--- src/rtl/demux_route_sched.sv ---
// demux_route_sched
//   Sequencing controller for the 16-bit 1-to-2 result demultiplexer.
//   Tagged results arrive over a valid/ready handshake and are buffered in a
//   DEPTH-entry FIFO. They are delivered strictly in arrival order to
//   destination A (tag 0) or destination B (tag 1) through one output
//   register. A stalled destination blocks the other (head-of-line).
//
// Handshake rule (every port pair): a word transfers on the rising clk edge
//   where valid && ready. Once valid is raised, valid and data hold steady
//   until that transfer. Only reset may drop valid without a transfer.
//
// Parameters
//   DEPTH     FIFO entries, power of two, 2..16
// Ports
//   clk, rst              clock, synchronous active-high reset
//   in_data/in_dest       result word and destination tag (0=A, 1=B)
//   in_valid/in_ready     producer handshake; in_ready is low while rst is high
//   a_data/a_valid/a_ready  destination A; a_data is 0 when a_valid is low
//   b_data/b_valid/b_ready  destination B; b_data is 0 when b_valid is low
//   busy                  FIFO non-empty or output register occupied
//   cnt_a/cnt_b           completed A/B transfers, wrapping 16-bit
//                         (present only when ROUTE_CNT_EN is defined)
// Debug: the FSM state is held in the typed signal `state` (state_t).
module demux_route_sched #(
  parameter int DEPTH = 4
) (
  input  logic        clk,
  input  logic        rst,
  input  logic [15:0] in_data,
  input  logic        in_dest,
  input  logic        in_valid,
  output logic        in_ready,
  output logic [15:0] a_data,
  output logic        a_valid,
  input  logic        a_ready,
  output logic [15:0] b_data,
  output logic        b_valid,
  input  logic        b_ready,
  output logic        busy
`ifdef ROUTE_CNT_EN
  ,
  output logic [15:0] cnt_a,
  output logic [15:0] cnt_b
`endif
);

  localparam int AW = (DEPTH > 1) ? $clog2(DEPTH) : 1;
  localparam logic [AW:0] FULL_CNT = (AW + 1)'(DEPTH);

  typedef enum logic [1:0] {
    IDLE   = 2'd0,
    SEND_A = 2'd1,
    SEND_B = 2'd2
  } state_t;

  state_t        state;
  state_t        state_nx;

  logic [16:0]   mem [DEPTH];
  logic [AW-1:0] wr_ptr;
  logic [AW-1:0] rd_ptr;
  logic [AW:0]   count;
  logic [16:0]   out_q;
  logic [16:0]   head;
  logic          empty;
  logic          push;
  logic          pop;
  logic          out_free;

  assign head     = mem[rd_ptr];
  assign empty    = (count == '0);
  assign in_ready = (count != FULL_CNT) && !rst;
  assign push     = in_valid && in_ready;

  // Output register is free to reload when it is empty (IDLE) or its word
  // is leaving this cycle; that lets a pop and a handshake share one cycle.
  assign out_free = (state == IDLE) ||
                    ((state == SEND_A) && a_ready) ||
                    ((state == SEND_B) && b_ready);

  always_comb begin
    state_nx = state;
    pop      = 1'b0;
    if (out_free) begin
      if (!empty) begin
        pop      = 1'b1;
        state_nx = head[16] ? SEND_B : SEND_A;
      end else begin
        state_nx = IDLE;
      end
    end
    if (state != IDLE && state != SEND_A && state != SEND_B) begin
      state_nx = IDLE;
      pop      = 1'b0;
    end
  end

  // Storage array carries no reset; occupancy and pointers define validity.
  always_ff @(posedge clk) begin
    if (push) begin
      mem[wr_ptr] <= {in_dest, in_data};
    end
  end

  always_ff @(posedge clk) begin
    if (rst) begin
      wr_ptr <= '0;
      rd_ptr <= '0;
      count  <= '0;
      out_q  <= '0;
      state  <= IDLE;
    end else begin
      if (push) begin
        wr_ptr <= wr_ptr + 1'b1;
      end
      if (pop) begin
        rd_ptr <= rd_ptr + 1'b1;
        out_q  <= head;
      end
      case ({push, pop})
        2'b10:   count <= count + 1'b1;
        2'b01:   count <= count - 1'b1;
        default: count <= count;
      endcase
      state <= state_nx;
    end
  end

  assign a_valid = (state == SEND_A);
  assign b_valid = (state == SEND_B);
  assign a_data  = a_valid ? out_q[15:0] : 16'h0000;
  assign b_data  = b_valid ? out_q[15:0] : 16'h0000;
  assign busy    = !empty || (state != IDLE);

`ifdef ROUTE_CNT_EN
  always_ff @(posedge clk) begin
    if (rst) begin
      cnt_a <= '0;
      cnt_b <= '0;
    end else begin
      if (a_valid && a_ready) begin
        cnt_a <= cnt_a + 16'd1;
      end
      if (b_valid && b_ready) begin
        cnt_b <= cnt_b + 16'd1;
      end
    end
  end
`endif

endmodule

--- config.mk ---
export PLATFORM = sky130hd
export DESIGN_NAME = demux_route_sched
export DESIGN_NICKNAME = d
export VERILOG_FILES = /design/src/rtl/demux_route_sched.sv
export SDC_FILE = /design/constraint.sdc
export NUM_CORES = 1
export LEC_CHECK = 0
export BUFFER_PORTS_ARGS = -buffer_cell sky130_fd_sc_hd__buf_2
export CORE_UTILIZATION = 56
export CTS_CLUSTER_SIZE = 20
export DETAILED_ROUTE_END_ITERATION = 8
export PLACE_DENSITY = 0.79
export SETUP_SLACK_MARGIN = 0.05
export SLEW_MARGIN = 20
export SYNTH_ARGS = -nofsm -noshare
export SYNTH_HDL_FRONTEND = slang
export SYNTH_SLANG_ARGS = --single-unit
--- constraint.sdc ---
create_clock -name clk -period 2.7 [get_ports clk]
set_input_delay 0.54 -clock clk [delete_from_list [all_inputs] [get_ports clk]]
set_output_delay 0.54 -clock clk [all_outputs]
set_load 0.005 [all_outputs]
==> flow_metrics.env, run 1 <==
export IMPL_drc=4
export IMPL_synthMuxAreaShare_pct=14.1
export IMPL_num_io_pins=58
export IMPL_synth_xor_area_share_pct=0.911
export IMPL_syn_avg_cell_area_um2=16.0
export IMPL_synthCells=241
export IMPL_die_w_um=84.9
export IMPL_clk_insertion_delay_late_ns=0.35
export IMPL_final_area_um2=4480
export IMPL_crit_path_max_fanout=10
export IMPL_via_per_inst=5.34
export IMPL_nFillCells=444
export IMPL_finalSetupViolCount=0
export IMPL_critPathKind="reg -> out"
export IMPL_cts_tree="built"
export IMPL_synth_cell_types=31
export IMPL_rsz0062_at_grt="no"
export IMPL_worst_setup_path_end_kind="output pin"
export IMPL_min_path_type="in -> reg"
export IMPL_track_usage_pct=20.5
export IMPL_yosys_area_share_simple_pct=10.2
export IMPL_syn_area_um2=3850
export IMPL_power_mw=4.17
export IMPL_fin_skew_ns=0.0104
export IMPL_n_antenna_cell=0
export IMPL_hold_depth=1
export IMPL_placed_area_um2=4240
export IMPL_p_per_area_nw_per_um2=930
export IMPL_synth_top_family_by_area="multiplexers"
export IMPL_initial_core_util_pct=59.2
export IMPL_wire_per_inst_um=17.3
export IMPL_cts_made_buffers=9
export IMPL_rr_startpoint="count[0]"
export IMPL_first_global_vias=2087
export IMPL_synth_seq_area_share_pct=67.1
export IMPL_clk_pin_slew_ns=0.09
export IMPL_grt_pass1_wl_mm=10.6
export IMPL_ctsHoldBuffers=0
export IMPL_final_cell_mix="68 x edfxtp_1, 57 x buf_2, 36 x and2_1"
export IMPL_antenna_found_initial=0
export IMPL_rr_endpoint="count[2]"
export IMPL_num_vias=2098
export IMPL_ys_ff_latch=95
export IMPL_cts_sinks=95
export IMPL_worst_slew_pin_slew_ns=0.564
export IMPL_synth_compound_area_share_pct=2.63
export IMPL_clock_path_buffers=2
export IMPL_root_buffer="clkbuf_8"
export IMPL_hpwl_mm=4.32
export IMPL_setup_tns_ns=0
export IMPL_p_leak_nw=1.74
export IMPL_cp_required_ns=2.16
export IMPL_dieArea_um2=7210
export IMPL_min_delay_start="in_data[14]"
export IMPL_grt_max_degree=27
export IMPL_place_congestion=0.710
export IMPL_cts_resized=0
export IMPL_grt_overflow_total=0
export IMPL_status="finished with violations"
export IMPL_final_common_cell="edfxtp_1"
export IMPL_fin_hold_ws_ns=0.398
export IMPL_fin_crit_ns=2.33
export IMPL_wirelength_mm=6.81
export IMPL_max_cap_violations=0
export IMPL_nNetsFinal=339
export IMPL_fin_crit_sh_pct=86.4
export IMPL_maxClockFrequency_mhz=429
export IMPL_die_h_um=84.9
export IMPL_portBuffers=57
export IMPL_relSlewSlack_pct=62.3
export IMPL_start_kind="flop"
export IMPL_rows=29
export IMPL_synthAdderAreaFrac_pct=2.15
export IMPL_min_to="mem[2][14]"
export IMPL_synth_nets=269
export IMPL_post_cts_buffers=0
export IMPL_ys_warn_count=0
export IMPL_first_pass_iters=6
export IMPL_finalHoldViolations=0
export IMPL_rr_worst_depth=10
export IMPL_max_vdd_ir_drop_v=0.000426
export IMPL_critical_path_arrival_ns=1.79
export IMPL_htree_levels=3
export IMPL_slew_viol_final=0
export IMPL_rrSetupSlack_ns=0.57
export IMPL_syn_to_final_growth_pct=16.5
export IMPL_first_iter_violations=113
export IMPL_postRouteAntennaNets=0
export IMPL_coreArea_um2=6490
export IMPL_drive_gt1_share_pct=33.5
export IMPL_violations="design-rule violations"
==> metrics by stage <==
stage | instances | setup WS [ns] | utilization (%)
4_1_cts | 393 | 0.340 | 69.0
3_5_place_dp | 377 | 0.413 | 65.3
5_1_grt | 393 | 0.197 | 69.0
3_3_place_gp | 377 | 0.478 | 65.3
2_1_floorplan | 241 | 0.407 | -
6_report | 393 | 0.367 | 69.0
==> metal layers <==
metal,track usage (%),routed length (um),vias to the layer above
met5,0,0,-
met4,6.93,80,0
met3,5.06,201,9
met2,35.8,3590,44
met1,25.3,2940,1034
li1,-,-,1011
==> area by class of cell <==
cell class	count	area, um^2	share of cell area (%)
tap	77	96.3	2.15
sequential	95	2580	57.6
clock inverter	5	106	2.37
multi-input combinational	128	1150	25.8
clock buffer	11	131	2.93
inverter	7	26.3	0.586
timing repair buffer	70	383	8.55
==> report_power, final <==
group	total, mW	internal, mW	switching [mW]
clock	1.08	0.619	0.462
sequential	1.92	1.77	0.158
combinational	1.16	0.578	0.584
total	4.17	2.96	1.20
==> Yosys cell counts, drive strengths merged <==
library cell / count / area [um^2]
a21oi: 7 / 38.8
nor3: 1 / 10.0
or3: 1 / 6.26
clkbuf: 3 / 11.3
inv: 7 / 26.3
edfxtp: 68 / 2040
a211oi: 2 / 32.5
buf: 8 / 72.6
dfxtp: 27 / 541
nand3b: 1 / 7.51
nor2: 25 / 93.8
ha: 5 / 62.6
fa: 1 / 20.0
mux4: 17 / 383
nor2b: 3 / 18.8
nand2b: 2 / 20.0
o21ai: 1 / 5.00
xnor2: 2 / 17.5
and2: 36 / 225
mux2i: 16 / 160
nand2: 3 / 11.3
a21bo: 1 / 10.0
o31ai: 1 / 7.51
a21o: 1 / 7.51
xor2: 2 / 17.5
==> kinds of logic (layout without fill, tap and decap cells) <==
family,after synthesis,count (layout)
mux,33,33
compound gates,13,13
fa+ha+maj,6,6
flops,95,95
xor+xnor,4,4
buf+inv,18,93
simple gates,72,72
==> worst max-delay path: stages, from the launching register on <==
cell and delay [ns]:
dfxtp_1 0.41, nor2b_1 0.50, buf_4 0.29, and2_1 0.14
buf_2 0.10
==> how the worst max path moves through the flow <==
stage                  start   endpoint  slack (ns)  cells past startpoint
floorplan            a_ready   count[2]        0.41                      9
global placement     a_ready   count[2]        0.48                      9
detailed placement   a_ready   count[2]        0.41                      9
CTS                 state[1]  b_data[6]        0.34                      4
global route        state[1]  b_data[8]        0.20                      4
finish              state[1]  b_data[8]        0.37                      4
==> flip-flops by register name, summed over array words and instances, names as in the netlist, named ones only <==
name    cells
state       2
wr_ptr      2
mem        68
rd_ptr      2
count       3
out_q      16
Power figures use the tool's default switching activity.
==> run 2, diff against run 1 <==
--- a/config.mk
+++ b/config.mk
@@ -6,10 +6,10 @@
 export NUM_CORES = 1
 export LEC_CHECK = 0
 export BUFFER_PORTS_ARGS = -buffer_cell sky130_fd_sc_hd__buf_2
-export CORE_UTILIZATION = 56
+export CORE_UTILIZATION = 51
 export CTS_CLUSTER_SIZE = 20
 export DETAILED_ROUTE_END_ITERATION = 8
-export PLACE_DENSITY = 0.79
+export PLACE_DENSITY = 0.76
 export SETUP_SLACK_MARGIN = 0.05
 export SLEW_MARGIN = 20
 export SYNTH_ARGS = -nofsm -noshare
==> constraint.sdc (replaced) <==
create_clock -name clk -period 2.04 [get_ports clk]
set_input_delay 0.408 -clock clk [delete_from_list [all_inputs] [get_ports clk]]
set_output_delay 0.408 -clock clk [all_outputs]
set_load 0.005 [all_outputs]
==> flow_metrics.env, run 2 (synthesis gave the netlist of run 1 again) <==
export IMPL_placed_area_um2=4330
export IMPL_violations="negative setup slack"
export IMPL_place_inst=403
export IMPL_cts_tree="built"
export IMPL_fin_crit_sh_pct=100
export IMPL_grt_max_degree=27
export IMPL_rr_startpoint="state[1]"
export IMPL_drc=0
export IMPL_num_vias=2127
export IMPL_clk_insertion_delay_late_ns=0.35
export IMPL_rsz0062_at_grt="yes"
export IMPL_regMostFlops="mem"
export IMPL_power_mw=5.33
export IMPL_layout_cells_non_filler=420
export IMPL_wirelength_mm=6.79
export IMPL_hpwl_mm=4.67
export IMPL_min_path_type="in -> reg"
export IMPL_wire_per_inst_um=16.2
export IMPL_finalSetupViolCount=1
export IMPL_fin_skew_ns=0.00881
export IMPL_biggestRegsByFlops="mem: 68 flops, out_q: 16 flops, count: 3 flops"
export IMPL_start_kind="flop"
export IMPL_die_w_um=88.9
export IMPL_die_h_um=88.9
export IMPL_critical_path_arrival_ns=2.32
export IMPL_portBuffers=57
export IMPL_clock_path_buffers=2
export IMPL_status="finished with violations"
export IMPL_first_iter_violations=111
export IMPL_place_congestion=0.708
export IMPL_worst_setup_path_end_kind="flop"
export IMPL_p_per_area_nw_per_um2=1180
export IMPL_final_cell_mix="68 x edfxtp_1, 57 x buf_2, 36 x and2_1"
export IMPL_setup_tns_ns=-0.00441
export IMPL_max_cap_violations=0
export IMPL_min_delay_start="in_data[3]"
export IMPL_via_per_inst=5.06
export IMPL_worst_slew_pin_slew_ns=0.345
export IMPL_slew_viol_final=0
export IMPL_finalHoldViolations=0
export IMPL_switchingPower_mw=1.61
export IMPL_largest_reg_flops=68
export IMPL_final_common_cell="edfxtp_1"
export IMPL_root_buffer="clkbuf_8"
export IMPL_clkPwrFrac_pct=22.0
export IMPL_max_vdd_ir_drop_v=0.000550
export IMPL_htree_levels=3
export IMPL_cts_sinks=95
export IMPL_first_pass_iters=6
export IMPL_nNetsFinal=344
export IMPL_antenna_found_initial=0
export IMPL_dieArea_um2=7900
export IMPL_cts_made_buffers=9
export IMPL_p_comb_share_pct=30.5
export IMPL_p_int_mw=3.73
export IMPL_first_global_vias=2090
export IMPL_n_antenna_cell=0
export IMPL_maxClockFrequency_mhz=489
export IMPL_ctsHoldBuffers=0
export IMPL_track_usage_pct=19.4
export IMPL_num_io_pins=58
export IMPL_setup_slack_ns=-0.00441
export IMPL_clk_pin_slew_ns=0.09
export IMPL_relSlewSlack_pct=77.0
export IMPL_grt_pass1_wl_mm=10.6
export IMPL_grt_overflow_total=0
export IMPL_switching_share_pct=30.1
export IMPL_rows=31
export IMPL_fin_crit_ns=2.04
export IMPL_power_frac_seq_pct=47.4
export IMPL_crit_path_start="state[1]"
export IMPL_drive_gt1_share_pct=37.1
export IMPL_fin_hold_ws_ns=0.271
export IMPL_p_leak_nw=1.75
export IMPL_cp_required_ns=2.32
export IMPL_critPathKind="reg -> reg"
export IMPL_coreArea_um2=7250
export IMPL_initial_core_util_pct=53.0
export IMPL_crit_path_max_fanout=6
export IMPL_final_area_um2=4530
export IMPL_postRouteAntennaNets=0
export IMPL_syn_to_final_growth_pct=17.8
## run 2: power by group through the flow
stage | registers (mW) | logic, mW | clock network, mW
floorplan | 2.50 | 1.30 | 0
global placement | 2.55 | 1.57 | 0
detailed placement | 2.57 | 1.63 | 0
CTS | 2.53 | 1.65 | 1.20
global route | 2.56 | 1.79 | 1.29
finish | 2.53 | 1.63 | 1.18
## run 2: worst max-delay path, stage by stage, from the launching register on
cell and delay (ns):
dfxtp_2 0.35, nand2b_4 0.16, a211oi_4 0.26, ha_4 0.17, inv_1 0.05, fa_2 0.33, xor2_1 0.15, or3_1 0.34
a21oi_2 0.17
## run 2: final timing paths
path	endpoint	slack [ns]	depth (start not counted)
hold reg to reg	out_q[1]	0.50	2
hold / removal	mem[2][3]	0.27	1
setup reg to reg	count[2]	-0.004	8
setup / recovery	count[2]	-0.004	8
## run 2: through the flow
step | util, % | worst slack [ns]
6_report | 62.5 | -0.00441
5_1_grt | 62.5 | -0.0444
4_1_cts | 62.5 | 0.0110
3_5_place_dp | 59.7 | -0.0875
3_3_place_gp | 59.7 | 0.0165
2_1_floorplan | - | 0.00246
## run 2: metal layers
layer,up-vias,track usage [%],share of wire (%),wire length (um)
met2,51,32.3,51,3450
met4,0,9.82,2.0,138
met5,-,0,0,0
met3,13,3.45,3.9,263
met1,1039,24.5,43,2940
li1,1024,-,-,-
## run 2: cell type report
cell class              instances  area (um^2)
fillers                       545         2720
multi-input cells             128         1170
inverters                       7         26.3
clock inverters                 7         63.8
clock buffers                   9          124
well taps                      99          124
repair buffers                 75          433
flip-flops and latches         95         2590
## run 2: timing repair
action	4_1_cts	5_1_grt
pin swaps	2	1
gates resized for setup	2	2
setup endpoints to repair	1	17
setup buffers	1	0
cloned	0	0
